### config.mk
export PLATFORM = sky130hd
export DESIGN_NAME = video_ts_render_mb
export DESIGN_NICKNAME = d
export VERILOG_FILES = /design/src/rtl/video_ts_render_mb.sv
export SDC_FILE = /design/constraint.sdc
export NUM_CORES = 1
export LEC_CHECK = 0
export BUFFER_PORTS_ARGS = -buffer_cell sky130_fd_sc_hd__buf_2
export CORE_ASPECT_RATIO = 0.75
export CORE_UTILIZATION = 45
export CTS_BUF_LIST = sky130_fd_sc_hd__clkbuf_8
export DETAILED_ROUTE_END_ITERATION = 10
export PLACE_DENSITY = 0.77
export SLEW_MARGIN = 20
export SYNTH_ARGS = -nofsm -noshare
export SYNTH_HDL_FRONTEND = slang
export SYNTH_SLANG_ARGS = --single-unit
export TNS_END_PERCENT = 100
### constraint.sdc
create_clock -name clk -period 3.07 [get_ports clk]
set_input_delay 0.307 -clock clk [delete_from_list [all_inputs] [get_ports clk]]
set_output_delay 0.307 -clock clk [all_outputs]
set_load 0.02 [all_outputs]
### src/rtl/video_ts_render_mb.sv
// rtl/video_ts_render_mb.sv - tile/sprite TS-line renderer, 4bpp/8bpp, DRAM bitmap fetch to line buffer
//
// Purpose: fetches tile/sprite bitmap words from DRAM for one task issued by the
// tile/sprite sequencer and writes the non-transparent pixels into the TS-line RAM.
// 4bpp pixels are prefixed with the task palette; 8bpp pixels are written as-is.
//
// Ports:
//   clk, reset          video clock; synchronous active-high reset (line start, aborts task)
//   tsr_go              1-clk task start; x_coord/x_size/flip/mode8/addr/line/page/pal sampled here
//   mem_rdy             no DRAM words left to request; next task may start
//   ts_waddr/wdata/we   TS-line RAM write port
//   dram_addr/req       DRAM word address and request
//   dram_rdata          read data, valid with dram_next
//   dram_pre_next       one per accepted word, precedes dram_next
//   dram_next           read data strobe
module video_ts_render_mb #(
  parameter int XW     = 9,
  parameter int SZW    = 3,
  parameter int TRANSP = 0
) (
  input  logic           clk,
  input  logic           reset,
  input  logic           tsr_go,
  input  logic [XW-1:0]  x_coord,
  input  logic [SZW-1:0] x_size,
  input  logic           flip,
  input  logic           mode8,
  input  logic [5:0]     addr,
  input  logic [8:0]     line,
  input  logic [7:0]     page,
  input  logic [3:0]     pal,
  output logic           mem_rdy,
  output logic [XW-1:0]  ts_waddr,
  output logic [7:0]     ts_wdata,
  output logic           ts_we,
  output logic [20:0]    dram_addr,
  output logic           dram_req,
  input  logic [15:0]    dram_rdata,
  input  logic           dram_pre_next,
  input  logic           dram_next
);
  localparam int         CW  = SZW + 3;
  localparam logic [7:0] TR8 = TRANSP[7:0];

  logic [20:0]   addr_in;
  logic [20:0]   areg;
  logic [CW-1:0] cyc;
  logic [CW-1:0] cyc_load;
  logic [XW-1:0] span;
  logic [XW-1:0] x_start;
  logic          mode_d, flip_d;
  logic [3:0]    pal_d;
  logic          mode_r, flip_r;
  logic [3:0]    pal_r;
  logic          reload;
  logic          reload_stb;
  logic [15:0]   data_r;
  logic [1:0]    pcnt;
  logic          run;
  logic          burst_end;
  logic [3:0]    pix4;
  logic [7:0]    pix8;
  logic          opaque;
  logic          unused_page;

  // Bitmap pages are 8-aligned; low page bits carry no address information.
  assign unused_page = &{1'b0, page[2:0]};

  // Word address only steps its low 7 bits, so a fetch wraps inside the 128-word bitmap line.
  assign addr_in   = {page[7:3], line, addr, 1'b0};
  assign dram_addr = tsr_go ? addr_in : {areg[20:7], areg[6:0] + {6'd0, dram_next}};

  always_ff @(posedge clk) begin
    if (reset) areg <= '0;
    else       areg <= dram_addr;
  end

  // Words left to request minus one; MSB set means nothing is left.
  assign cyc_load = mode8 ? {1'b0, x_size, 2'b11} : {2'b00, x_size, 1'b1};

  always_ff @(posedge clk) begin
    if (reset)              cyc <= '1;
    else if (tsr_go)        cyc <= cyc_load - {{(CW-1){1'b0}}, dram_pre_next};
    else if (dram_pre_next) cyc <= cyc - {{(CW-1){1'b0}}, 1'b1};
  end

  assign mem_rdy  = cyc[CW-1];
  assign dram_req = tsr_go | ~mem_rdy;

  // Task settings are parked here until the task's first word arrives, because the
  // previous task's last word may still be drawing when tsr_go comes back-to-back.
  assign span = {{(XW-CW){1'b0}}, x_size, 3'b111};

  always_ff @(posedge clk) begin
    if (tsr_go) begin
      mode_d  <= mode8;
      pal_d   <= pal;
      flip_d  <= flip;
      x_start <= x_coord + (flip ? span : '0);
    end
  end

  // tsr_go wins over a coincident dram_next: that word belongs to the previous task.
  always_ff @(posedge clk) begin
    if (reset)          reload <= 1'b0;
    else if (tsr_go)    reload <= 1'b1;
    else if (dram_next) reload <= 1'b0;
  end

  assign reload_stb = dram_next & reload;

  always_ff @(posedge clk) begin
    if (reset) begin
      mode_r <= 1'b0;
      pal_r  <= 4'd0;
      flip_r <= 1'b0;
    end else if (reload_stb) begin
      mode_r <= mode_d;
      pal_r  <= pal_d;
      flip_r <= flip_d;
    end
  end

  always_ff @(posedge clk) begin
    if (dram_next) data_r <= dram_rdata;
  end

  // Pixel burst: 4 clocks per word in 4bpp, 2 in 8bpp; a new word restarts it.
  assign burst_end = (pcnt == (mode_r ? 2'd1 : 2'd3));

  always_ff @(posedge clk) begin
    if (reset) begin
      run  <= 1'b0;
      pcnt <= 2'd0;
    end else if (dram_next) begin
      run  <= 1'b1;
      pcnt <= 2'd0;
    end else if (run) begin
      pcnt <= pcnt + 2'd1;
      if (burst_end) run <= 1'b0;
    end
  end

  // Address steps on every emitted pixel, transparent or not.
  always_ff @(posedge clk) begin
    if (reset)           ts_waddr <= '0;
    else if (reload_stb) ts_waddr <= x_start;
    else if (run)        ts_waddr <= flip_r ? ts_waddr - XW'(1) : ts_waddr + XW'(1);
  end

  // Leftmost pixel sits in the high nibble / low byte of each bitmap byte / word.
  always_comb begin
    pix4     = 4'd0;
    pix8     = pcnt[0] ? data_r[15:8] : data_r[7:0];
    ts_wdata = 8'd0;
    opaque   = 1'b0;
    case (pcnt)
      2'd0:    pix4 = data_r[7:4];
      2'd1:    pix4 = data_r[3:0];
      2'd2:    pix4 = data_r[15:12];
      default: pix4 = data_r[11:8];
    endcase
    if (mode_r) begin
      ts_wdata = pix8;
      opaque   = (pix8 != TR8);
    end else begin
      ts_wdata = {pal_r, pix4};
      opaque   = (pix4 != TR8[3:0]);
    end
  end

  assign ts_we = run & opaque;

endmodule
Word level (Yosys, flattened, before mapping)
Index checks and enable logic that the tools add are counted.

word-level totals
  register bits after elaboration = 77
  input bits = 62

operators by class
  add/sub/neg operators = 7
  eq/ne operators = 3
  mux-type cells = 18
  bitwise logic cells = 4
  reduce and logical (&&, ||, !) cells = 7

operators by type and width
  kind                 count
  $mux 9               3
  $mux 21              1
  $mux 6               3
  $mux 8               2
  $pmux 4 s3           1
  $add 9x1->9 const B  1
  $add 9x6->9          1
  $sub 9x1->9 const B  1
  $reduce_bool 8->1    1
  $add 7x1->7          1
  $mux 1               6
  $reduce_bool 2->1    3
  $sub 5x1->6          1
  $sub 6x1->6 const B  1
  $mux 5               1
  $reduce_bool 4->1    1
  $add 2x1->2 const B  1
  $and 1x1->1          2
  $eq 2x1->1 const B   1
  $eq 2x2->1           1
  $eq 2x2->1 const B   1
  $logic_not 2->1      1
  $mux 2               1
  $reduce_or 2->1      1
  2 further kinds      2

Logic depth before layout (Yosys ltp)
  word-level depth = 5
  gate-level depth with buffers = 8
  depth with buffers taken out = 7

Least setup slack after synthesis
No wires, ideal clock.

  path kind = flip-flop to output port
  start = reg pcnt[0]
  end = out ts_we
  arrival = 2,053 ps
  setup slack = 710 ps
  stages on the path, launching flop included = 9
  buffers on the path = 1
  cell sequence = dfxtp_1 > buf_1 > inv_1 > ha_1 > a222oi_1 > nand4_1 > nor2_1 > a2111oi_0 > a41o_1

on the way
  longest elaborated chain between the ends = 5
  elaborated cells between the ends (all ways) = 9
  those cells by class = 2 x eq/ne; 3 x mux; 1 x bitwise; 3 x reduce/logical

ends and longest elaborated chain
  item                                      line  source
  start, declared                           58    logic [1:0] pcnt;
  start signal, assigned                    139   pcnt <= pcnt + 2'd1;
  $eq 2x2->1, or another cell as far along  157   case (pcnt)
  $pmux 4 s3                                157
  $reduce_bool 4->1                         168   opaque = (pix4 != TR8[3:0]);
  $mux 1 (*)                                163   if (mode_r) begin
  $and 1x1->1 (*)                           172   assign ts_we = run & opaque;
  end, declared                             35    output logic ts_we,

Every way passes the cells marked *; elsewhere a longest branch is shown, timed or not.

Worst setup path after layout
Same ends and word-level chain as after synthesis.

==> results.py <==
metrics = {
    "drt": {
        "routed_wl_mm": 8.03,
        "drc": 0,
        "ant_nets": 0,
        "route.vias.total": 3178,
        "drt-initial-drc-count": 164,
        "post_drt_wl_per_cell_um": 13.4,
        "dr.pass1.iters": 5,
        "avgViaCountPerCell": 5.30,
    },
    "finish": {
        "nFillCells": 784,
        "utilization": 0.553,
        "num_antenna_cells": 0,
        "fin_nets": 571,
        "drive_gt1_frac": 0.280,
        "area_growth_pct": 19.3,
    },
    "clock_network": {
        "cts_hold_buf": 0,
        "path_clk_slew_ns": 0.09,
        "cts_resized": 0,
        "cts_setup_buffers": 0,
        "cts_tree": "done",
        "clkSinkCount": 77,
        "clockBufferDepth": 2,
        "cts_buffers": 9,
        "cts_htree_levels": 3,
        "clockRootBuffer": "clkbuf_8",
        "clock_latency_ns": 0.35,
    },
    "timing": {
        "rsz0062_at_grt": "no",
        "setup_viol": 0,
        "finalClockSkew_ns": 0.0122,
        "max_clock_freq_ghz": 0.371,
        "timing.hold.ws_ns": 0.127,
        "setup_ws_ns": 0.377,
        "tightest_slew_ns": 0.794,
        "tns_ns": 0,
        "post-route-period-util": 0.877,
        "final-hold-violation-count": 0,
        "slew_viol_final": 0,
        "max_slew_margin": 0.470,
        "fin_crit_ns": 2.69,
    },
    "synth": {
        "syn_inst": 390,
        "synth_enable_flop_cells": 31,
        "syn_area_um2": 3940,
        "yosys.area_share.simple": 0.150,
        "yosysWarnings": 0,
        "synth_top_family_by_area": "compound AO/OA/AOI/OAI gates",
        "synth_ff_type": "dfxtp_1",
        "syn_avg_cell_area_um2": 10.1,
        "async_reset_ff_frac": 0,
        "synth_mux_area_frac": 0.0797,
        "synth_adder_area_share": 0.0737,
        "synth.ff_latch_count": 77,
        "synth-compound-area-share": 0.151,
        "synth_xor_area_frac": 0.0445,
        "ys_types": 51,
        "synth_nets": 474,
        "seq_area_frac_synth": 0.470,
    },
    "power_and_ir_drop": {
        "ir_worst_vdd_mv": 0.305,
        "power.static_leakage_uw": 0.00206,
        "power_density_nw_per_um2": 485,
    },
    "placed_design": {
        "dp_slack_ns": 0.799,
        "globalplace.congestion": 0.879,
        "port_buffers": 99,
        "dpl.hpwl_mm": 6.07,
    },
    "die": {
        "core-area_um2": 8490,
        "rows": 29,
        "die_area_um2": 9130,
        "fp.dieH_um": 83.0,
        "io_pins": 103,
        "die-width_um": 110,
        "start_util": 0.464,
    },
    "worst_setup_path": {
        "critPathArrivalTime_ns": 2.39,
        "crit_fanout": 7,
        "crit_type": "reg2out",
        "cp-end-kind": "output port",
        "required_ns": 2.76,
        "start_kind": "register",
    },
    "global_routing": {
        "grt_pass1_wl_mm": 13.7,
        "grt_antenna_before_repair": 0,
        "grt_pass1_vias": 3049,
        "track_usage": 0.191,
        "grt_max_degree": 41,
        "grt-ovfl-total": 0,
    },
    "run_status": {
        "status": "completed",
    },
    "min_path": {
        "min_path_type": "in2reg",
    },
    "job": {
        "cap_viol_max_count": 0,
    },
}
cells in the final DEF, fill, tap and decap left out, types with 3 or more instances in the layout:
cell      count
ha_1         20
nor3_1        5
nor2b_1       3
a211oi_1      8
o21ai_1       6
and2_1       25
a222oi_1      4
a21o_1        8
or3_1         3
xnor2_1      13
nand3_1       4
clkbuf_8      9
nor4_1        3
xor2_1        7
o21ai_0      21
buf_4         4
edfxtp_1     31
buf_2        99
nor2_1       24
a31oi_1       3
inv_1        16
nand2_1      38
mux2_2       19
nand2b_1      3
mux2i_1      10
a21oi_1      23
dfxtp_1      46
through the flow:
| stage | power, uW | std cells | instance area (um^2) |
|---|---|---|---|
| floorplan | 1500 | 390 | 3940 |
| global placement | 1640 | 584 | 4530 |
| detailed placement | 1650 | 584 | 4530 |
| CTS | 2310 | 600 | 4700 |
| global route | 2410 | 600 | 4700 |
| finish | 2280 | 600 | 4700 |
routing by layer:
metal	up-vias	share of wire	GRT usage
met1	1466	0.45	0.246
met3	8	0.079	0.0722
li1	1596	-	-
met2	108	0.46	0.301
met4	0	0.0078	0.0436
met5	-	0	0
final timing paths:
path	start	endpoint	slack, ns	cells after the start
worst max-delay path	pcnt[0]	ts_we	0.38	8
worst max register to register	flip_r	ts_waddr[8]	0.78	6
worst min register to register	pal_r[0]	pal_r[0]	0.46	2
worst min-delay path	dram_rdata[10]	data_r[10]	0.13	1
sequential cells by signal (all words and copies together), names as in the netlist, 2 cells and up:
register,count
areg,21
pal_d,4
pcnt,2
pal_r,4
data_r,16
cyc,6
ts_waddr,9
x_start,9
cells in the mapped netlist, drive strengths merged, types with 2 or more instances:
cell / count / share of area
dfxtp: 46 / 0.23
nand2: 38 / 0.036
edfxtp: 31 / 0.24
o21ai: 27 / 0.034
and2: 25 / 0.040
nor2: 24 / 0.023
a21oi: 23 / 0.029
ha: 20 / 0.064
mux2: 19 / 0.054
inv: 15 / 0.014
clkbuf: 13 / 0.012
xnor2: 13 / 0.029
mux2i: 10 / 0.025
a21o: 9 / 0.017
a211oi: 8 / 0.015
xor2: 7 / 0.016
nor3: 5 / 0.0064
a222oi: 4 / 0.010
buf: 4 / 0.0044
nand3: 4 / 0.0051
nor2b: 4 / 0.0083
a31oi: 3 / 0.0048
nand2b: 3 / 0.0048
nor4: 3 / 0.0048
or3: 3 / 0.0048
a2111oi: 2 / 0.0044
a211o: 2 / 0.0044
and3: 2 / 0.0032
fa: 2 / 0.010
nand4: 2 / 0.0032
o211ai: 2 / 0.0038
o21bai: 2 / 0.0038
layout make-up:
cell class	count	area (um^2)	area share
clock buffers	9	124	0.0264
multi-input cells	281	1960	0.418
inverters	15	56.3	0.0120
flip-flops and latches	77	1850	0.394
repair buffers	103	526	0.112
well taps	108	135	0.0288
clock inverters	7	42.5	0.00905
worst max-delay path: stages (launching register included):
cell	delay (ns)
dfxtp_1	0.49
inv_1	0.13
ha_1	0.26
a222oi_1	0.44
nand4_1	0.14
nor2_1	0.11
a2111oi_0	0.07
a41o_1	0.23
buf_2	0.16
power by group:
group	switching, uW	total [uW]	internal, uW
Sequential	50.4	1200	1150
Clock	361	651	290
Combinational	240	428	188
cell families after synthesis:
| group | count (synthesis) |
|---|---|
| flops | 77 |
| simple gates | 118 |
| compound gates | 92 |
| buf+inv | 32 |
| xor+xnor | 20 |
| mux | 29 |
| fa+ha+maj | 22 |
No activity file was read; power rests on OpenSTA's default activity.
